[config.mk]
export PLATFORM = sky130hd
export DESIGN_NAME = noc_input_vc_buffer
export DESIGN_NICKNAME = d
export VERILOG_FILES = /design/src/rtl/noc_input_vc_buffer.sv
export SDC_FILE = /design/constraint.sdc
export NUM_CORES = 2
export LEC_CHECK = 0
export BUFFER_PORTS_ARGS = -buffer_cell sky130_fd_sc_hd__buf_2
export CAP_MARGIN = 10
export CORE_AREA = 2 2 481 483
export DETAILED_ROUTE_END_ITERATION = 12
export DIE_AREA = 0 0 483 485
export PLACE_DENSITY = 0.37
export SETUP_SLACK_MARGIN = 0.15
export SLEW_MARGIN = 10
export SYNTH_ARGS = -nofsm -noshare
export SYNTH_HDL_FRONTEND = slang
export SYNTH_SLANG_ARGS = --single-unit
[constraint.sdc]
create_clock -name noc_clk -period 3.62 [get_ports noc_clk]
set_clock_uncertainty 0.2 [all_clocks]
set_input_delay 0 -clock noc_clk [delete_from_list [all_inputs] [get_ports noc_clk]]
set_output_delay 0 -clock noc_clk [all_outputs]
set_load 0.02 [all_outputs]
[src/rtl/noc_input_vc_buffer.sv]
// Router input stage: per-VC first-word-fall-through FIFOs with upstream space
// reporting, per-VC packet framing checks and sticky protocol/overflow errors.
module noc_input_vc_buffer #(
  parameter int DATA_WIDTH = 128,
  parameter int CHANNELS   = 2,
  parameter int DEPTH      = 4,
  parameter int VC_W       = (CHANNELS > 1) ? $clog2(CHANNELS) : 1
) (
  input  logic                                    noc_clk,
  input  logic                                    noc_rst_n,
  input  logic                                    in_valid,
  input  logic [VC_W-1:0]                         in_vc,
  input  logic [DATA_WIDTH-1:0]                   in_flit,
  input  logic                                    in_head,
  input  logic                                    in_tail,
  output logic [CHANNELS-1:0]                     in_vc_ready,
  output logic [CHANNELS-1:0]                     out_valid,
  output logic [CHANNELS*DATA_WIDTH-1:0]          out_flit,
  output logic [CHANNELS-1:0]                     out_head,
  output logic [CHANNELS-1:0]                     out_tail,
  input  logic [CHANNELS-1:0]                     out_ready,
  output logic [CHANNELS*($clog2(DEPTH)+1)-1:0]   occupancy,
  output logic                                    protocol_err,
  output logic                                    overflow_err
);

  localparam int PW = $clog2(DEPTH);
  localparam int CW = PW + 1;
  localparam int EW = DATA_WIDTH + 2;
  localparam logic [CW-1:0]   FULL_CNT = CW'(DEPTH);
  localparam logic [VC_W:0]   CH_LIMIT = (VC_W + 1)'(CHANNELS);

  typedef enum logic [0:0] {
    ST_IDLE = 1'b0,
    ST_BODY = 1'b1
  } vc_state_e;

  // Entry layout: {head, tail, flit}
  logic [EW-1:0]         mem_q   [CHANNELS][DEPTH];
  logic [EW-1:0]         mem_d   [CHANNELS][DEPTH];
  logic [PW-1:0]         wr_ptr_q [CHANNELS];
  logic [PW-1:0]         wr_ptr_d [CHANNELS];
  logic [PW-1:0]         rd_ptr_q [CHANNELS];
  logic [PW-1:0]         rd_ptr_d [CHANNELS];
  logic [CW-1:0]         count_q  [CHANNELS];
  logic [CW-1:0]         count_d  [CHANNELS];
  vc_state_e             state_q  [CHANNELS];
  vc_state_e             state_d  [CHANNELS];
  logic                  protocol_err_q, protocol_err_d;
  logic                  overflow_err_q, overflow_err_d;
  logic [CHANNELS-1:0]   in_vc_ready_q, in_vc_ready_d;
  logic [CHANNELS-1:0]   out_valid_q, out_valid_d;
  logic [CHANNELS-1:0]   out_head_q, out_head_d;
  logic [CHANNELS-1:0]   out_tail_q, out_tail_d;
  logic [CHANNELS*DATA_WIDTH-1:0] out_flit_q, out_flit_d;

  logic                  vc_legal_s;
  logic [CHANNELS-1:0]   push_s;
  logic [CHANNELS-1:0]   pop_s;
  logic [EW-1:0]         head_entry_s [CHANNELS];

  // Next-state: push/pop decode, FIFO pointers, framing FSMs, errors and the
  // registered view of each FIFO head after this edge.
  always_comb begin
    mem_d          = mem_q;
    wr_ptr_d       = wr_ptr_q;
    rd_ptr_d       = rd_ptr_q;
    count_d        = count_q;
    state_d        = state_q;
    protocol_err_d = protocol_err_q;
    overflow_err_d = overflow_err_q;
    in_vc_ready_d  = {CHANNELS{1'b0}};
    out_valid_d    = {CHANNELS{1'b0}};
    out_head_d     = {CHANNELS{1'b0}};
    out_tail_d     = {CHANNELS{1'b0}};
    out_flit_d     = {(CHANNELS*DATA_WIDTH){1'b0}};
    push_s         = {CHANNELS{1'b0}};
    pop_s          = {CHANNELS{1'b0}};
    vc_legal_s     = ({1'b0, in_vc} < CH_LIMIT);

    for (int c = 0; c < CHANNELS; c++) begin
      head_entry_s[c] = {EW{1'b0}};
      // Space is judged on the registered count only, so a pop never frees room
      // for a push in the same cycle.
      push_s[c] = in_valid && vc_legal_s && (in_vc == VC_W'(c)) &&
                  (count_q[c] != FULL_CNT);
      pop_s[c]  = (count_q[c] != {CW{1'b0}}) && out_ready[c];

      case ({push_s[c], pop_s[c]})
        2'b10:   count_d[c] = count_q[c] + CW'(1);
        2'b01:   count_d[c] = count_q[c] - CW'(1);
        default: count_d[c] = count_q[c];
      endcase

      if (pop_s[c]) begin
        rd_ptr_d[c] = rd_ptr_q[c] + PW'(1);
      end else begin
        rd_ptr_d[c] = rd_ptr_q[c];
      end

      if (push_s[c]) begin
        mem_d[c][wr_ptr_q[c]] = {in_head, in_tail, in_flit};
        wr_ptr_d[c] = wr_ptr_q[c] + PW'(1);
        case (state_q[c])
          ST_IDLE: begin
            if (in_head) begin
              state_d[c] = in_tail ? ST_IDLE : ST_BODY;
            end else begin
              protocol_err_d = 1'b1;
              state_d[c]     = ST_IDLE;
            end
          end
          ST_BODY: begin
            // A head mid-packet is flagged, then treated as a fresh packet start.
            if (in_head) begin
              protocol_err_d = 1'b1;
            end else begin
              protocol_err_d = protocol_err_d;
            end
            state_d[c] = in_tail ? ST_IDLE : ST_BODY;
          end
          default: state_d[c] = ST_IDLE;
        endcase
      end else begin
        wr_ptr_d[c] = wr_ptr_q[c];
      end
    end

    if (in_valid && (push_s == {CHANNELS{1'b0}})) begin
      overflow_err_d = 1'b1;
    end else begin
      overflow_err_d = overflow_err_d;
    end

    for (int c = 0; c < CHANNELS; c++) begin
      in_vc_ready_d[c] = (count_d[c] != FULL_CNT);
      out_valid_d[c]   = (count_d[c] != {CW{1'b0}});
      if (out_valid_d[c]) begin
        head_entry_s[c] = mem_d[c][rd_ptr_d[c]];
      end else begin
        head_entry_s[c] = {EW{1'b0}};
      end
      out_head_d[c] = head_entry_s[c][DATA_WIDTH+1];
      out_tail_d[c] = head_entry_s[c][DATA_WIDTH];
      out_flit_d[c*DATA_WIDTH +: DATA_WIDTH] = head_entry_s[c][DATA_WIDTH-1:0];
    end
  end

  // State register; reset clears storage so nothing from a prior packet survives.
  always_ff @(posedge noc_clk) begin
    if (!noc_rst_n) begin
      for (int c = 0; c < CHANNELS; c++) begin
        for (int d = 0; d < DEPTH; d++) begin
          mem_q[c][d] <= {EW{1'b0}};
        end
        wr_ptr_q[c] <= {PW{1'b0}};
        rd_ptr_q[c] <= {PW{1'b0}};
        count_q[c]  <= {CW{1'b0}};
        state_q[c]  <= ST_IDLE;
      end
      protocol_err_q <= 1'b0;
      overflow_err_q <= 1'b0;
      in_vc_ready_q  <= {CHANNELS{1'b1}};
      out_valid_q    <= {CHANNELS{1'b0}};
      out_head_q     <= {CHANNELS{1'b0}};
      out_tail_q     <= {CHANNELS{1'b0}};
      out_flit_q     <= {(CHANNELS*DATA_WIDTH){1'b0}};
    end else begin
      mem_q          <= mem_d;
      wr_ptr_q       <= wr_ptr_d;
      rd_ptr_q       <= rd_ptr_d;
      count_q        <= count_d;
      state_q        <= state_d;
      protocol_err_q <= protocol_err_d;
      overflow_err_q <= overflow_err_d;
      in_vc_ready_q  <= in_vc_ready_d;
      out_valid_q    <= out_valid_d;
      out_head_q     <= out_head_d;
      out_tail_q     <= out_tail_d;
      out_flit_q     <= out_flit_d;
    end
  end

  // Output mapping of registered state.
  always_comb begin
    occupancy = {(CHANNELS*CW){1'b0}};
    for (int c = 0; c < CHANNELS; c++) begin
      occupancy[c*CW +: CW] = count_q[c];
    end
  end

  assign in_vc_ready  = in_vc_ready_q;
  assign out_valid    = out_valid_q;
  assign out_flit     = out_flit_q;
  assign out_head     = out_head_q;
  assign out_tail     = out_tail_q;
  assign protocol_err = protocol_err_q;
  assign overflow_err = overflow_err_q;

endmodule

==> results.sh <==
export IMPL_cts_htree_levels=4
export IMPL_fin_util_pct=29.2
export IMPL_rsz0062_at_grt="true"
export IMPL_setup_viol=0
export IMPL_synth_most_common_cell="dfxtp_1"
export IMPL_crit_arrival_ns=3.85
export IMPL_grt_pass1_wl_mm=297
export IMPL_ys_flop_type="dfxtp_1"
export IMPL_worstPathMaxFanout=12
export IMPL_clk_path_buf_depth=3
export IMPL_grt_overflow_total=0
export IMPL_route_detailed_drc=0
export IMPL_dr_first_iter_drc_count=2486
export IMPL_hold_viol_final=0
export IMPL_cts_sinks=1322
export IMPL_path_class="flop to flop"
export IMPL_report_final_slew_viol_count=0
export IMPL_finalSetupTns_ns=0
export IMPL_fin_crit_sh_pct=91.6
export IMPL_antenna_found_initial=9
export IMPL_yosysTopAreaCellShare_pct=50.4
export IMPL_dr_pass1_iters=6
export IMPL_syn_area_um2=52500
export IMPL_wl_per_cell_um=22.0
export IMPL_ys_ff_latch=1322
export IMPL_rr_worst_depth=13
export IMPL_cts_tree="yes"
export IMPL_synthCells=5688
export IMPL_gp_congestion=0.739
export IMPL_fmax_mhz=302
export IMPL_synth_distinct_cells=51
export IMPL_hold_path_endpoint="rd_ptr_q[3]$_SDFF_PN0_"
export IMPL_drive_above_1_share_pct=14.1
export IMPL_r2r_start="occupancy[2]$_SDFF_PN0_"
export IMPL_max_slew_margin_pct=32.0
export IMPL_nNetsFinal=6276
export IMPL_start_util_pct=22.9
export IMPL_die_width_um=483
export IMPL_hold_class="primary input to flop"
export IMPL_grt_start_max_net_pins=172
export IMPL_grtUsageTotal_pct=16.8
export IMPL_power_leakage_uw=0.0268
export IMPL_r2r_end="out_flit[109]$_SDFF_PN0_"
export IMPL_synth_area_top_cells="dfxtp_1, mux2i_1, nand2_1, a21oi_1, o2bb2ai_1"
export IMPL_clockRootBuffer="clkbuf_16"
export IMPL_r2r_slack_ns=0.30
export IMPL_critPathMaxStageDelay_ns=0.38
export IMPL_ios=408
export IMPL_vias_per_cell=4.59
export IMPL_powerDensity_nw_per_um2=771
export IMPL_critPathSlowestCell="or3_4"
export IMPL_routed_wl_mm=204
export IMPL_peakVddDrop_mv=0.648
export IMPL_first_global_vias=43000
export IMPL_worstPathRequired_ns=4.15
export IMPL_fin_crit_ns=3.32
export IMPL_drv_cap=0
export IMPL_clk_latency_ns=0.81
export IMPL_synth_edf_count=0
export IMPL_min_path_cells=5
export IMPL_hold_start="out_ready[0]"
export IMPL_worstMarginPinSlew_ns=1.02
export IMPL_synth_net_count=5836
export IMPL_outcome="complete, no violations"
export IMPL_fin_hold_ws_ns=0.122
export IMPL_die_y_um=485
export IMPL_pre_cts_slack_ns=0.122
export IMPL_num_rows=176
export IMPL_yosys_area_top_type="dfxtp_1"
export IMPL_dr_total_vias=42600
export IMPL_crit_chain="nor3b_1 > nor3b_2 > inv_1 > ha_2 > fa_1 > xnor2_1 > or3_4 > a311oi_4 > buf_6 > buf_12 > buf_12 > o221ai_1 > o2bb2ai_1"
export IMPL_crit_top_cell="buf_12"
export IMPL_core_area_um2=229000
export IMPL_numPortBuffers=407
export IMPL_synth_async_reset_ratio_pct=0
export IMPL_start_kind="flop"
export IMPL_fin_ws_ns=0.305
export IMPL_die_area_um2=234000
export IMPL_areaGrowthSynthToFinish_pct=27.5
export IMPL_critPathCaptureType="flop"
export IMPL_yosys_warnings=0
export IMPL_clk_pin_slew_ns=0.05
export IMPL_synth_avg_cell_area_um2=9.23
export IMPL_dp_hpwl_mm=118
export IMPL_yosysSeqAreaShare_pct=50.4
export IMPL_ant_nets=0
export IMPL_numCtsBuffers=165
export IMPL_synthTopCellsByCount="dfxtp_1, nand2_1, mux2i_1"
## logic make-up (layout without fill, tap and decap cells)
logic type / count (synthesis) / count (layout) / share of synthesized area, %
buf+inv: 596 / 1163 / 4.74
simple gates: 1889 / 1889 / 14.9
compound gates: 1074 / 1074 / 14.4
other cells: 0 / 5 / 0
fa+ha+maj: 12 / 12 / 0.315
xor+xnor: 14 / 14 / 0.319
flops: 1322 / 1322 / 50.4
mux: 781 / 781 / 14.9
## timing repair
| item | CTS | global route |
|---|---|---|
| endpoints found under the hold margin | 1321 | 0 |
| resized for setup | 0 | 17 |
| cloned | 0 | 7 |
| endpoints found under the setup margin | 46 | 216 |
| setup buffers | 0 | 18 |
| pin swaps | 1 | 9 |
| hold buffers | 288 | 0 |
## worst max path at each step
stage          cells past startpoint  slack, ns                     from                        to
5_1_grt                           13       0.13  occupancy[2]$_SDFF_PN0_  out_flit[113]$_SDFF_PN0_
2_1_floorplan                     13       0.09  occupancy[5]$_SDFF_PN0_  out_flit[152]$_SDFF_PN0_
3_3_place_gp                      12       0.10  occupancy[2]$_SDFF_PN0_   out_flit[78]$_SDFF_PN0_
3_5_place_dp                      12       0.12  occupancy[2]$_SDFF_PN0_   out_flit[80]$_SDFF_PN0_
6_report                          13       0.30  occupancy[2]$_SDFF_PN0_  out_flit[109]$_SDFF_PN0_
4_1_cts                           15       0.15                 in_valid  out_flit[145]$_SDFF_PN0_
## cell type report
type                       instances  area [um2]
fill                           24200      162000
sequential                      1322       26500
multi-input combinational       3770       23700
timing repair buffer             860        7260
clock buffer                     259        4990
tap                             3026        3790
clock inverter                    35         608
inverter                           9        41.3
antenna                            5        12.5
## metal layers
layer	part of all wire, %	vias up	GRT usage, %
li1	-	20400	-
met2	48	839	28.3
met3	3.6	259	2.40
met5	0.013	-	0
met1	46	21100	22.2
met4	2.5	4	5.03
## through the flow
| stage | instances | total power, uW | cell area [um2] |
|---|---|---|---|
| 2_1_floorplan | 5688 | 26600 | 52500 |
| 3_3_place_gp | 8674 | 34400 | 58000 |
| 3_5_place_dp | 8674 | 34500 | 58000 |
| 4_1_cts | 9256 | 52000 | 66500 |
| 5_1_grt | 9282 | 54000 | 66900 |
| 6_report | 9286 | 51600 | 66900 |
## cells in the final DEF, fill, tap and decap left out, drive strengths merged, types with 5 or more instances in the layout
master	Yosys	final
a21oi	532	532
mux2i	781	781
nand2	1069	1069
ha	10	10
o2bb2ai	258	258
diode	0	5
and2	7	7
dfxtp	1322	1322
and3	5	5
nor2	540	540
inv	9	12
clkinv	0	25
nor2b	252	252
clkbuf	386	266
xnor2	8	8
buf	201	565
bufinv	0	7
xor2	6	6
o221ai	260	260
dlygate4sd3	0	287
## state kept, by name (all words and copies together) (netlist names), 2 cells and up
signal,flops
occupancy,6
out_head,2
out_tail,2
rd_ptr_q,4
out_valid,2
in_vc_ready,2
wr_ptr_q,4
state_q,2
out_flit,256
mem_q,1040
## power breakdown
| group | switching [uW] | leakage (uW) | internal [uW] |
|---|---|---|---|
| combinational | 11200 | 0.0133 | 5700 |
| clock | 6860 | 0.00273 | 10000 |
| sequential | 1450 | 0.0107 | 16300 |
## critical path: cells and delay by family, from the launching register on
| family | cells | cell delay, ns |
|---|---|---|
| compound gates | 3 | 0.59 |
| fa+ha+maj | 2 | 0.57 |
| flops | 1 | 0.31 |
| xor+xnor | 1 | 0.15 |
| buf+inv | 4 | 0.63 |
| simple gates | 3 | 0.76 |
No activity file was read; power rests on OpenSTA's default activity.
